**src/rtl/timx_etr_cond_if.sv**
```systemverilog
// ETR conditioning bundle: raw pin, SMCR/CR1 configuration fields and the
// conditioned outputs.
//   master: drives timx_etr and cfg_*, observes etrp/etrf/etrf_rise/etrf_fall
//   slave : the conditioning stage itself
interface timx_etr_cond_if;
  logic       timx_etr;   // raw ETR pin, asynchronous
  logic       cfg_en;     // path enable (ECE or SMS==111)
  logic       cfg_etp;    // polarity invert
  logic [1:0] cfg_etps;   // prescaler select
  logic [3:0] cfg_etf;    // filter code
  logic [1:0] cfg_ckd;    // fDTS divider
  logic       etrp;       // polarity-corrected, prescaled level
  logic       etrf;       // filtered level
  logic       etrf_rise;  // one-cycle pulse on etrf 0->1
  logic       etrf_fall;  // one-cycle pulse on etrf 1->0

  modport master (
    output timx_etr, cfg_en, cfg_etp, cfg_etps, cfg_etf, cfg_ckd,
    input  etrp, etrf, etrf_rise, etrf_fall
  );

  modport slave (
    input  timx_etr, cfg_en, cfg_etp, cfg_etps, cfg_etf, cfg_ckd,
    output etrp, etrf, etrf_rise, etrf_fall
  );
endinterface

```
**src/rtl/timx_etr_cond.sv**
```systemverilog
// External trigger input conditioning: 2-flop synchronizer, polarity,
// edge-counting prescaler, sampled digital filter and edge pulse outputs.
// Ports:
//   apb_clk - timer kernel clock
//   apb_rst - asynchronous active-high reset
//   bus     - timx_etr_cond_if.slave (pin, cfg_* in; etrp, etrf, pulses out)
module timx_etr_cond (
  input logic             apb_clk,
  input logic             apb_rst,
  timx_etr_cond_if.slave  bus
);

  logic       s1_q, s2_q, pol_d_q, en_d_q;
  logic [2:0] pcnt_q, fcnt_q;
  logic [7:0] dcnt_q;
  logic [7:0] cfg_q;
  logic       etrp_q, etrf_q, rise_q, fall_q;

  logic [7:0] cfg_now;
  logic       cfg_chg, pol, pol_rise;
  logic [2:0] ckd_sh, f_sh, d_sh, n_m1, fcnt_next;
  logic [7:0] d_lim;
  logic       smp_en, smp_act, etrp_next, etrf_next;

  assign cfg_now  = {bus.cfg_etps, bus.cfg_etf, bus.cfg_ckd};
  // Any prescaler/filter/divider change restarts the filter window.
  assign cfg_chg  = bus.cfg_en & (cfg_now != cfg_q);
  assign pol      = s2_q ^ bus.cfg_etp;
  assign pol_rise = pol & ~pol_d_q & bus.cfg_en & en_d_q;

  always_comb begin
    ckd_sh = 3'd0;
    unique case (bus.cfg_ckd)
      2'b01:   ckd_sh = 3'd1;
      2'b10:   ckd_sh = 3'd2;
      default: ckd_sh = 3'd0;
    endcase

    f_sh = 3'd0;
    n_m1 = 3'd0;
    unique case (bus.cfg_etf)
      4'h0: begin f_sh = 3'd0; n_m1 = 3'd0; end
      4'h1: begin f_sh = 3'd0; n_m1 = 3'd1; end
      4'h2: begin f_sh = 3'd0; n_m1 = 3'd3; end
      4'h3: begin f_sh = 3'd0; n_m1 = 3'd7; end
      4'h4: begin f_sh = 3'd1; n_m1 = 3'd5; end
      4'h5: begin f_sh = 3'd1; n_m1 = 3'd7; end
      4'h6: begin f_sh = 3'd2; n_m1 = 3'd5; end
      4'h7: begin f_sh = 3'd2; n_m1 = 3'd7; end
      4'h8: begin f_sh = 3'd3; n_m1 = 3'd5; end
      4'h9: begin f_sh = 3'd3; n_m1 = 3'd7; end
      4'hA: begin f_sh = 3'd4; n_m1 = 3'd4; end
      4'hB: begin f_sh = 3'd4; n_m1 = 3'd5; end
      4'hC: begin f_sh = 3'd4; n_m1 = 3'd7; end
      4'hD: begin f_sh = 3'd5; n_m1 = 3'd4; end
      4'hE: begin f_sh = 3'd5; n_m1 = 3'd5; end
      default: begin f_sh = 3'd5; n_m1 = 3'd7; end
    endcase

    // D = 2^(ckd_sh + f_sh), at most 128.
    d_sh    = ckd_sh + f_sh;
    d_lim   = (8'd1 << d_sh) - 8'd1;
    smp_en  = (dcnt_q == d_lim);
    // A sample coinciding with a config change is thrown away.
    smp_act = smp_en & bus.cfg_en & ~cfg_chg;

    etrp_next = pol;
    unique case (bus.cfg_etps)
      2'b00: etrp_next = pol;
      2'b01: etrp_next = pcnt_q[0];
      2'b10: etrp_next = pcnt_q[1];
      2'b11: etrp_next = pcnt_q[2];
      default: etrp_next = pol;
    endcase

    etrf_next = etrf_q;
    fcnt_next = fcnt_q;
    if (cfg_chg) begin
      fcnt_next = 3'd0;
    end else if (smp_act) begin
      if (etrp_q != etrf_q) begin
        if (fcnt_q == n_m1) begin
          etrf_next = ~etrf_q;
          fcnt_next = 3'd0;
        end else begin
          fcnt_next = fcnt_q + 3'd1;
        end
      end else begin
        fcnt_next = 3'd0;
      end
    end
  end

  always_ff @(posedge apb_clk or posedge apb_rst) begin
    if (apb_rst) begin
      s1_q    <= 1'b0;
      s2_q    <= 1'b0;
      pol_d_q <= 1'b0;
      en_d_q  <= 1'b0;
      cfg_q   <= 8'd0;
      pcnt_q  <= 3'd0;
      fcnt_q  <= 3'd0;
      dcnt_q  <= 8'd0;
      etrp_q  <= 1'b0;
      etrf_q  <= 1'b0;
      rise_q  <= 1'b0;
      fall_q  <= 1'b0;
    end else begin
      // Synchronizer and edge history run regardless of enable.
      s1_q    <= bus.timx_etr;
      s2_q    <= s1_q;
      pol_d_q <= pol;
      en_d_q  <= bus.cfg_en;
      cfg_q   <= cfg_now;
      if (!bus.cfg_en) begin
        pcnt_q <= 3'd0;
        fcnt_q <= 3'd0;
        dcnt_q <= 8'd0;
        etrp_q <= 1'b0;
        etrf_q <= 1'b0;
        rise_q <= 1'b0;
        fall_q <= 1'b0;
      end else begin
        if (pol_rise) pcnt_q <= pcnt_q + 3'd1;
        dcnt_q <= (cfg_chg || smp_en) ? 8'd0 : dcnt_q + 8'd1;
        // Hold etrp across a config change so a prescaler switch cannot glitch it.
        if (!cfg_chg) etrp_q <= etrp_next;
        fcnt_q <= fcnt_next;
        etrf_q <= etrf_next;
        rise_q <= etrf_next & ~etrf_q;
        fall_q <= ~etrf_next & etrf_q;
      end
    end
  end

  assign bus.etrp      = etrp_q;
  assign bus.etrf      = etrf_q;
  assign bus.etrf_rise = rise_q;
  assign bus.etrf_fall = fall_q;

endmodule

```
**src/flat_wrapper.sv**
```systemverilog
// flat-port wrapper written by rule: the top's interface ports become plain ports
module timx_etr_cond_flat 
  (apb_clk, apb_rst, bus_timx_etr, bus_cfg_en, bus_cfg_etp, bus_cfg_etps, bus_cfg_etf, bus_cfg_ckd, bus_etrp, bus_etrf, bus_etrf_rise, bus_etrf_fall);
  timx_etr_cond_if bus_i ();
  input logic apb_clk;
  input logic apb_rst;
  input wire logic [$bits(bus_i.timx_etr)-1:0] bus_timx_etr;
  input wire logic [$bits(bus_i.cfg_en)-1:0] bus_cfg_en;
  input wire logic [$bits(bus_i.cfg_etp)-1:0] bus_cfg_etp;
  input wire logic [$bits(bus_i.cfg_etps)-1:0] bus_cfg_etps;
  input wire logic [$bits(bus_i.cfg_etf)-1:0] bus_cfg_etf;
  input wire logic [$bits(bus_i.cfg_ckd)-1:0] bus_cfg_ckd;
  output wire logic [$bits(bus_i.etrp)-1:0] bus_etrp;
  output wire logic [$bits(bus_i.etrf)-1:0] bus_etrf;
  output wire logic [$bits(bus_i.etrf_rise)-1:0] bus_etrf_rise;
  output wire logic [$bits(bus_i.etrf_fall)-1:0] bus_etrf_fall;
  assign bus_i.timx_etr = bus_timx_etr;
  assign bus_i.cfg_en = bus_cfg_en;
  assign bus_i.cfg_etp = bus_cfg_etp;
  assign bus_i.cfg_etps = bus_cfg_etps;
  assign bus_i.cfg_etf = bus_cfg_etf;
  assign bus_i.cfg_ckd = bus_cfg_ckd;
  assign bus_etrp = bus_i.etrp;
  assign bus_etrf = bus_i.etrf;
  assign bus_etrf_rise = bus_i.etrf_rise;
  assign bus_etrf_fall = bus_i.etrf_fall;
  timx_etr_cond u_core (.apb_clk(apb_clk), .apb_rst(apb_rst), .bus(bus_i));
endmodule
```
**config.mk**
```make
export PLATFORM = sky130hd
export DESIGN_NAME = timx_etr_cond_flat
export DESIGN_NICKNAME = d
export VERILOG_FILES = /design/src/rtl/timx_etr_cond_if.sv /design/src/rtl/timx_etr_cond.sv /design/src/flat_wrapper.sv
export SDC_FILE = /design/constraint.sdc
export NUM_CORES = 1
export LEC_CHECK = 0
export CAP_MARGIN = 20
export CORE_MARGIN = 2
export CORE_UTILIZATION = 30
export DETAILED_ROUTE_END_ITERATION = 8
export SKIP_CTS_REPAIR_TIMING = 1
export SYNTH_ARGS = -nofsm -noshare
export SYNTH_HDL_FRONTEND = slang
export SYNTH_SLANG_ARGS = --single-unit
```
**constraint.sdc**
```tcl
create_clock -name apb_clk -period 2.7 [get_ports apb_clk]
set_input_delay 0.405 -clock apb_clk [delete_from_list [all_inputs] [get_ports apb_clk]]
set_output_delay 0.405 -clock apb_clk [all_outputs]
set_load 0.05 [all_outputs]
```
# After elaboration in Yosys (flattened, before gate mapping)
# Memory sizes are Yosys's and may differ from the RTL's.
# Cells that the tools add are included.
dict set report totals {
  out_inout_bits 4
  regBits 30
  mem_count 1
  mem_bits_ro 96
}
dict set report classes {
  add_sub_neg 5
  n_shift 1
  bitwise 13
  reduce_logical 2
  eq_ne 12
  mux 20
}
# name depth word_bits read_ports rd_ports_with_merged_regs write_ports line_no
set memory_table {}
lappend memory_table {{(name not given)} 16 6 1 0 0 timx_etr_cond.sv:41} ;# unique case (bus.cfg_etf)
# cell n
set op_table {}
lappend op_table {{3-bit 2-to-1 mux} 7}
lappend op_table {{8-bit 2-to-1 mux} 2}
lappend op_table {{1-bit 2-to-1 mux} 9}
lappend op_table {{8-bit by 1-bit adder with 8-bit output (second input constant)} 1}
lappend op_table {{1-bit AND} 8}
lappend op_table {{8-bit == test} 1}
lappend op_table {{8-bit != test} 1}
lappend op_table {{1-bit by 3-bit << shifter with 8-bit output (first input constant)} 1}
lappend op_table {{8-bit by 1-bit subtractor with 8-bit output (second input constant)} 1}
lappend op_table {{3-bit by 1-bit adder with 3-bit output (second input constant)} 2}
lappend op_table {{2-bit == test (second input constant)} 3}
lappend op_table {{2-bit by 1-bit == test with 1-bit output (second input constant)} 2}
lappend op_table {{1-bit NOT} 4}
lappend op_table {{1-bit one-hot mux with 4 select lines} 1}
lappend op_table {{2-bit one-hot mux with 2 select lines} 1}
lappend op_table {{2-bit by 3-bit adder with 3-bit output} 1}
lappend op_table {{3-bit == test} 1}
lappend op_table {{3-bit by 1-bit != test with 1-bit output (second input constant)} 1}
lappend op_table {{2-bit logical NOT} 1}
lappend op_table {{2-bit by 1-bit != test with 1-bit output (second input constant)} 1}
lappend op_table {{2-bit != test (second input constant)} 1}
lappend op_table {{1-bit logical OR} 1}
lappend op_table {{1-bit != test} 1}
lappend op_table {{1-bit XOR} 1}

# Depth between registers and ports, before layout
# Gate-level depths: netlist (run 1).
dict set report logic_depth {
  depth_word 13
  mapped_depth 20
  mapped_depth_nobuf 16
}

# Least setup slack after synthesis (run 1)
# Ideal clock, no wire load.
dict set report synth_timing {
  path_type {input port to flip-flop}
  startpoint {input bus_cfg_etf[1]}
  endpoint {register u_core.dcnt_q[2]}
  path_slack_ps -1443
  n_path_buf 4
  t_arrival_ps 4023
  cell_stages 18
  cell_sequence {buf_6 > inv_1 > ha_1 > o22ai_1 > ha_1 > fa_1 > clkbuf_1 > or3_1 > ha_1 > buf_6 > xnor2_1 > nand3_1 > o22a_1 > a2111o_1 > a311oi_4 > or2_1 > buf_2 > nor2_1}
}
dict set report synth_between {
  elab_chain_len 8
  elab_cells_between_ends 10
  cone_classes {2 x add/sub; 2 x eq/ne; 1 x shift; 2 x mux; 1 x bitwise; 1 x reduce/logical; 1 x memory}
}
# item line_no
set synth_lines {}
lappend synth_lines {{start, declared} flat_wrapper.sv:11} ;# input wire logic [$bits(bus_i.cfg_etf)-1:0] bus_cfg_etf;
lappend synth_lines {{memory 16 x 6 bit} --}
lappend synth_lines {{2-bit by 3-bit adder with 3-bit output} timx_etr_cond.sv:61} ;# d_sh = ckd_sh + f_sh;
lappend synth_lines {{1-bit by 3-bit << shifter with 8-bit output} timx_etr_cond.sv:62} ;# d_lim = (8'd1 << d_sh) - 8'd1;
lappend synth_lines {{8-bit by 1-bit subtractor with 8-bit output} timx_etr_cond.sv:62}
lappend synth_lines {{8-bit == test} timx_etr_cond.sv:63} ;# smp_en = (dcnt_q == d_lim);
lappend synth_lines {{1-bit logical OR *} timx_etr_cond.sv:125} ;# dcnt_q <= (cfg_chg || smp_en) ? 8'd0 : dcnt_q + 8'd1;
lappend synth_lines {{8-bit 2-to-1 mux *} timx_etr_cond.sv:125}
lappend synth_lines {{8-bit 2-to-1 mux *} timx_etr_cond.sv:115} ;# if (!bus.cfg_en) begin
lappend synth_lines {{end signal, assigned} timx_etr_cond.sv:125}
lappend synth_lines {{end, declared} timx_etr_cond.sv:15} ;# logic [7:0] dcnt_q;
# Every way passes the cells marked *; elsewhere a longest branch is shown, timed or not.
# A chain may end at the register's enable or synchronous reset.

# Final worst setup path (run 1)
dict set report layout_timing {
  startpoint {input bus_cfg_etf[1]}
  endpoint {register u_core.fcnt_q[0]}
}
dict set report layout_between {
  elab_chain_len 8
  elab_cells_between_ends 17
  cone_classes {2 x add/sub; 4 x eq/ne; 1 x shift; 5 x mux; 4 x bitwise; 1 x memory}
}
# item line_no
set layout_lines {}
lappend layout_lines {{memory 16 x 6 bit} --}
lappend layout_lines {{2-bit by 3-bit adder with 3-bit output} timx_etr_cond.sv:61}
lappend layout_lines {{1-bit by 3-bit << shifter with 8-bit output} timx_etr_cond.sv:62}
lappend layout_lines {{8-bit by 1-bit subtractor with 8-bit output} timx_etr_cond.sv:62}
lappend layout_lines {{8-bit == test} timx_etr_cond.sv:63}
lappend layout_lines {{1-bit AND (2 in a row)} timx_etr_cond.sv:65} ;# smp_act = smp_en & bus.cfg_en & ~cfg_chg;
lappend layout_lines {{3-bit by 1-bit != test with 1-bit output (no line)} --}
lappend layout_lines {{end signal, assigned} timx_etr_cond.sv:128} ;# fcnt_q <= fcnt_next;
lappend layout_lines {{end, declared} timx_etr_cond.sv:14} ;# logic [2:0] pcnt_q, fcnt_q;
# Parallel ways exist; a longest one is shown, timed or not. The select of a mux whose other input is x is not followed.

==> impl_metrics.yaml, run 1 <==
floorplan:
  die_area_mm2: 0.006882
  start_util_pct: 31.22
  die_x_um: 82.96
  rows: 28
  core_mm2: 0.005991
  ios: 17
  die_h_um: 82.96
global_routing:
  grt_max_degree: 31
  grtUsageTotal_pct: 10.88
  antenna_found_initial: 0
  grt-ovfl-total: 0
  grt_pass1_vias: 1262
  grt_pass1_wl_um: 6141
final_layout:
  fin_cells: 295
  area_growth_pct: 37.32
  fill_cells: 559
  diodes: 0
  final_nets: 243
  drive_gt1_share_pct: 31.82
yosys:
  muxShareOfSynthArea_pct: 5.619
  syn_area_mm2: 0.001871
  synth_fa_ha_area_share_pct: 7.759
  syn_area_per_cell_um2: 10.45
  postSynth.asyncResetShare_pct: 100.0
  synth_enable_flop_cells: 0
  yosys.cell_types.count: 46
  synth_xor_area_share_pct: 15.05
  synth_cells: 179
  synth-simple-area-share_pct: 18.33
  yosys_warnings: 0
  synth-seq-cells: 30
  synth_top_family_by_area: "simple AND/OR/NAND/NOR gates"
  ys.flop_type: "dfrtp_1"
  ys_seq_area_share_pct: 40.13
  syn-num-nets: 203
  synth_compound_area_share_pct: 8.763
critical_path:
  crit_fanout: 7
  cp-start-kind: "input pin"
  crit_chain: "buf_8 > inv_6 > ha_4 > o22ai_4 > ha_2 > fa_2 > or3_4 > ha_4 > buf_6 > nor2b_4 > or4_1 > o211ai_1 > xnor2_1 > a311oi_4 > buf_6 > mux2i_1 > nor2_1"
  cp.arrival_ps: 3670
  cp_slowest_cell: "fa_2"
  cpPeakStageDelay_ps: 440
  endpoint_kind: "flop"
  path_class: "input pin to flop"
  critical_path_required_ps: 2860
clocking:
  clock_latency_ps: 270
  cts_made_buffers: 5
  cts_tree: "yes"
  cts_max_path_buffers: 2
  cts-root-buf: "clkbuf_8"
  clk_pin_slew_ps: 60
  clock_sinks: 30
  h-tree-depth: 2
route:
  drtPass1Iterations: 4
  antenna_left: 0
  drt-total-wl_um: 3467
  via_per_inst: 4.651
  drt-initial-drc-count: 51
  wl_per_cell_um: 11.75
  vias: 1372
  drc_errors: 0
sta:
  max_clock_freq_ghz: 0.2853
  hold_viol_final: 0
  slew_headroom_pct: 66.89
  rsz0062_at_grt: "true"
  fin_crit_sh_pct: 129.8
  finalWorstSetupSlack_ps: -804.7
  slew_violations: 0
  worstMarginPinSlew_ps: 495.1
  clock_skew_ps: 4.448
  fin_hold_ws_ps: 353.5
  setup_viol: 14
  period_needed_ps: 3505
worst_hold_path:
  hp-class: "flop to flop"
power_and_ir_drop:
  powerDensity_mw_per_mm2: 467.6
  power.total_mw: 1.201
  leakage_nw: 1.113
  peakVddDrop_mv: 0.3272
placement:
  port_buffers: 16
  place_congestion: 0.7478
  place_ws_ps: -1706
  hpwl_um: 2626
  dp.cells: 284
run_status:
  status: "finished, violations left"
  violations: "setup timing"
flow_run:
  maxCapViolCount: 0
[synth_stat cells, drive strengths merged (3+ instances only)]
| cell | n | area share (%) |
|---|---|---|
| nor2b | 5 | 1.7 |
| inv | 8 | 1.6 |
| nand4 | 4 | 1.7 |
| nand3 | 10 | 2.7 |
| ha | 10 | 6.7 |
| buf | 6 | 2.3 |
| and3 | 5 | 1.7 |
| xor2 | 9 | 4.2 |
| a21oi | 3 | 0.80 |
| nand2 | 9 | 1.8 |
| nor3 | 3 | 0.80 |
| xnor2 | 21 | 11 |
| o21ai | 6 | 1.8 |
| dfrtp | 30 | 40 |
| nor2 | 15 | 3.0 |
| mux2i | 6 | 3.2 |
[layout by cell type (no fill, tap or decap), types with 6 or more instances in the layout]
| cell type | synthesis | final |
|---|---|---|
| dfrtp_1 | 30 | 30 |
| buf_4 | 0 | 22 |
| xnor2_1 | 20 | 17 |
| nand3_1 | 10 | 10 |
| clkdlybuf4s50_1 | 0 | 10 |
| nor2_1 | 15 | 9 |
| xor2_1 | 9 | 9 |
| nand2_1 | 9 | 8 |
| ha_1 | 10 | 7 |
| nor2_2 | 0 | 6 |
| inv_1 | 8 | 6 |
| mux2i_1 | 6 | 6 |
[state kept, by name (all words and copies together) (netlist names)]
name,flops
u_core.cfg_q,8
u_core.dcnt_q,8
u_core.fcnt_q,3
u_core.pcnt_q,3
u_core.bus.etrf,1
u_core.bus.etrf_fall,1
u_core.bus.etrf_rise,1
u_core.bus.etrp,1
u_core.en_d_q,1
u_core.pol_d_q,1
u_core.s1_q,1
u_core.s2_q,1
[metal layers]
layer	part of all wire [%]	up-vias	track usage (%)
li1	-	695	-
met1	50	660	15.56
met2	47	12	15.62
met3	2.2	5	2.982
met4	1.4	0	4.024
met5	0	-	0
[stage by stage]
stage / utilization [%] / TNS, ps / cell area [um^2]
5_1_grt: 42.88 / -12800 / 2569
3_5_place_dp: 38.83 / -23270 / 2326
6_report: 42.88 / -10920 / 2569
2_1_floorplan: - / -17900 / 2002
3_3_place_gp: 38.83 / -22590 / 2326
4_1_cts: 40.64 / -19090 / 2435
[final cells by class]
class | instances | area (um^2) | area share (%)
clock buffer | 5 | 68.82 | 2.679
clock inverter | 3 | 40.04 | 1.559
inverter | 8 | 37.54 | 1.461
multi-input combinational | 133 | 1201 | 46.76
sequential | 30 | 750.7 | 29.23
tap | 75 | 93.84 | 3.653
timing repair buffer | 41 | 376.6 | 14.66
[critical path: cells and delay by family]
family	cells	cell delay (ps)
simple gates	4	980
xor+xnor	1	150
mux	1	180
buf+inv	4	390
compound gates	3	580
fa+ha+maj	4	970
[report_power, final]
part	internal [mW]	leakage, nW	switching, mW
combinational	0.166	0.664	0.137
clock	0.271	0.0579	0.162
sequential	0.461	0.391	0.00495
[cell families after synthesis]
family,count (synthesis)
xor+xnor,30
compound gates,20
fa+ha+maj,11
simple gates,64
buf+inv,16
mux,8
flops,30
[path summary, 6_finish.rpt]
check | start | to | slack [ps] | cells after the start
worst max register to register | u_core.dcnt_q[2] | u_core.fcnt_q[0] | 420 | 8
worst min-delay path | u_core.s1_q | u_core.s2_q | 350 | 0
max in group asynchronous | apb_rst | u_core.cfg_q[0] | 1930 | 3
min in group asynchronous | apb_rst | u_core.bus.etrf_rise | 500 | 3
worst min register to register | u_core.s1_q | u_core.s2_q | 350 | 0
worst max-delay path | bus_cfg_etf[1] | u_core.fcnt_q[0] | -800 | 17
No activity file was read; power rests on OpenSTA's default activity.
==> run 2, diff against run 1 <==
--- a/config.mk
+++ b/config.mk
@@ -7,8 +7,9 @@
 export LEC_CHECK = 0
 export CAP_MARGIN = 20
 export CORE_MARGIN = 2
-export CORE_UTILIZATION = 30
+export CORE_UTILIZATION = 56
 export DETAILED_ROUTE_END_ITERATION = 8
+export PLACE_DENSITY = 0.78
 export SKIP_CTS_REPAIR_TIMING = 1
 export SYNTH_ARGS = -nofsm -noshare
 export SYNTH_HDL_FRONTEND = slang
==> impl_metrics.yaml, run 2 (synthesis gave the netlist of run 1 again) <==
run_status:
  status: "finished, violations left"
  violations: "setup timing"
floorplan:
  die_h_um: 61.80
  rows: 20
  die_x_um: 61.80
  ios: 17
  core_mm2: 0.003103
  die_area_mm2: 0.003819
  start_util_pct: 60.28
final_layout:
  fill_cells: 200
  final_nets: 243
  drive_gt1_share_pct: 30.91
  mostFrequentLayoutCells: "dfrtp_1 (30), buf_4 (19), xnor2_1 (17), nor2_1 (10), clkdlybuf4s50_1 (10)"
  biggestRegsByFlops: "u_core.cfg_q (8), u_core.dcnt_q (8)"
  area_growth_pct: 34.51
  layout_commonest_cell: "dfrtp_1"
  fin_area_mm2: 0.002516
  diodes: 0
clocking:
  h-tree-depth: 2
  clock_sinks: 30
  clk_pin_slew_ps: 100
  cts_tree: "yes"
  cts-root-buf: "clkbuf_4"
  clock_latency_ps: 340
  cts_max_path_buffers: 2
  cts_made_buffers: 5
worst_hold_path:
  hp-class: "input pin to flop"
  hold_start: "bus_cfg_etf[0]"
  hold_depth: 2
  holdPathEnd: "u_core.cfg_q[2]"
sta:
  setup_viol: 14
  tns_ps: -10820
  worstMarginPinSlew_ps: 497.6
  clock_skew_ps: 17.84
  slew_violations: 0
  rsz0062_at_grt: "true"
  max_clock_freq_ghz: 0.2810
  hold_viol_final: 0
  finalWorstSetupSlack_ps: -859.3
  fin_crit_sh_pct: 131.8
  slew_headroom_pct: 66.72
  period_needed_ps: 3559
critical_path:
  cp_slowest_cell: "a2111o_1"
  r2r_start: "u_core.dcnt_q[2]"
  crit_chain: "buf_8 > inv_4 > ha_4 > o22ai_2 > ha_2 > fa_2 > xnor2_4 > or3_4 > ha_4 > buf_12 > xnor2_4 > nand3_1 > o22a_1 > a2111o_1 > a311oi_4 > buf_6 > mux2i_1 > nor2_1"
  cpPeakStageDelay_ps: 440
  r2r_end: "u_core.fcnt_q[0]"
  cp-start-kind: "input pin"
  cp.arrival_ps: 3790
  r2r_cells: 8
  r2r_slack_ps: 460
  path_class: "input pin to flop"
  endpoint_kind: "flop"
  crit_fanout: 7
  critical_path_required_ps: 2930
placement:
  place_congestion: 0.8194
  place_area_mm2: 0.002280
  hpwl_um: 2736
  port_buffers: 16
power_and_ir_drop:
  powerDensity_mw_per_mm2: 456.3
  peakVddDrop_mv: 0.2898
  leakage_nw: 1.094
route:
  drtPass1Iterations: 4
  drc_errors: 0
  antenna_left: 0
  drt-initial-drc-count: 60
  drt-total-wl_um: 3818
  via_per_inst: 5.458
  wl_per_cell_um: 14.46
  vias: 1441
flow_run:
  maxCapViolCount: 0
global_routing:
  grt_max_degree: 31
  grt-ovfl-total: 0
  grt_pass1_wl_um: 5968
  antenna_found_initial: 0
  grt_pass1_vias: 1430
  grtUsageTotal_pct: 21.36
-- run 2: changes by cell type in the layout (fill, tap and decap cells not counted), sizes merged --
cell,before,now
buf,29,28
inv,8,7
clkinvlp,0,1
clkinv,2,1
clkbuf,5,7
-- run 2: final cells by class --
cell class / count / area, um^2 / share of cell area, %
clock buffer: 6 / 41.29 / 1.641
clock inverter: 2 / 37.54 / 1.492
inverter: 8 / 37.54 / 1.492
multi-input combinational: 133 / 1204 / 47.84
sequential: 30 / 750.7 / 29.84
tap: 44 / 55.05 / 2.188
timing repair buffer: 41 / 390.4 / 15.51
-- run 2: power by group --
group | total [mW] | leakage (nW) | switching [mW] | internal [mW]
logic | 0.329 | 0.665 | 0.149 | 0.180
registers | 0.466 | 0.391 | 0.00552 | 0.460
clock network | 0.353 | 0.0385 | 0.158 | 0.195
total | 1.15 | 1.09 | 0.312 | 0.836
-- run 2: worst max-delay path by stage --
stage                               from                    to  slack, ps  cells past startpoint
after floorplan           bus_cfg_etf[1]      u_core.dcnt_q[0]      -1300                     18
after global placement    bus_cfg_etf[1]  u_core.bus.etrf_fall      -1620                     15
after detailed placement  bus_cfg_etf[1]  u_core.bus.etrf_fall      -1760                     15
after CTS                 bus_cfg_etf[1]  u_core.bus.etrf_fall      -1420                     16
after global routing      bus_cfg_etf[0]  u_core.bus.etrf_rise       -980                     18
final                     bus_cfg_etf[0]      u_core.fcnt_q[0]       -860                     18
-- run 2: per-stage QoR --
stage / total power, mW / cells / setup slack, ps / util, % / hold slack, ps
5_1_grt: 1.197 / 264 / -983.9 / 81.09 / 314.5
4_1_cts: 1.091 / 260 / -1422 / 76.01 / 381.0
6_report: 1.148 / 264 / -859.3 / 81.09 / 311.2
3_5_place_dp: 0.7413 / 252 / -1755 / 73.47 / 356.9
2_1_floorplan: 0.6664 / 179 / -1303 / - / 331.2
3_3_place_gp: 0.7316 / 252 / -1616 / 73.47 / 336.3
-- run 2: layer usage --
layer  vias to the layer above  wire (um)  GRT usage (%)
li1                        693          -              -
met1                       705       1593          25.10
met2                        37       1991          38.20
met3                         6        182          5.590
met4                         0         50          6.383
met5                         -          0              0
-- run 2: critical path, delay by kind of cell --
family / cells / cell delay, ps
AND/OR/NAND/NOR: 3 / 580
AO/OA/AOI/OAI: 4 / 930
buffers and inverters: 4 / 450
adder cells (fa/ha/maj): 4 / 880
XOR/XNOR: 2 / 330
multiplexers: 1 / 190
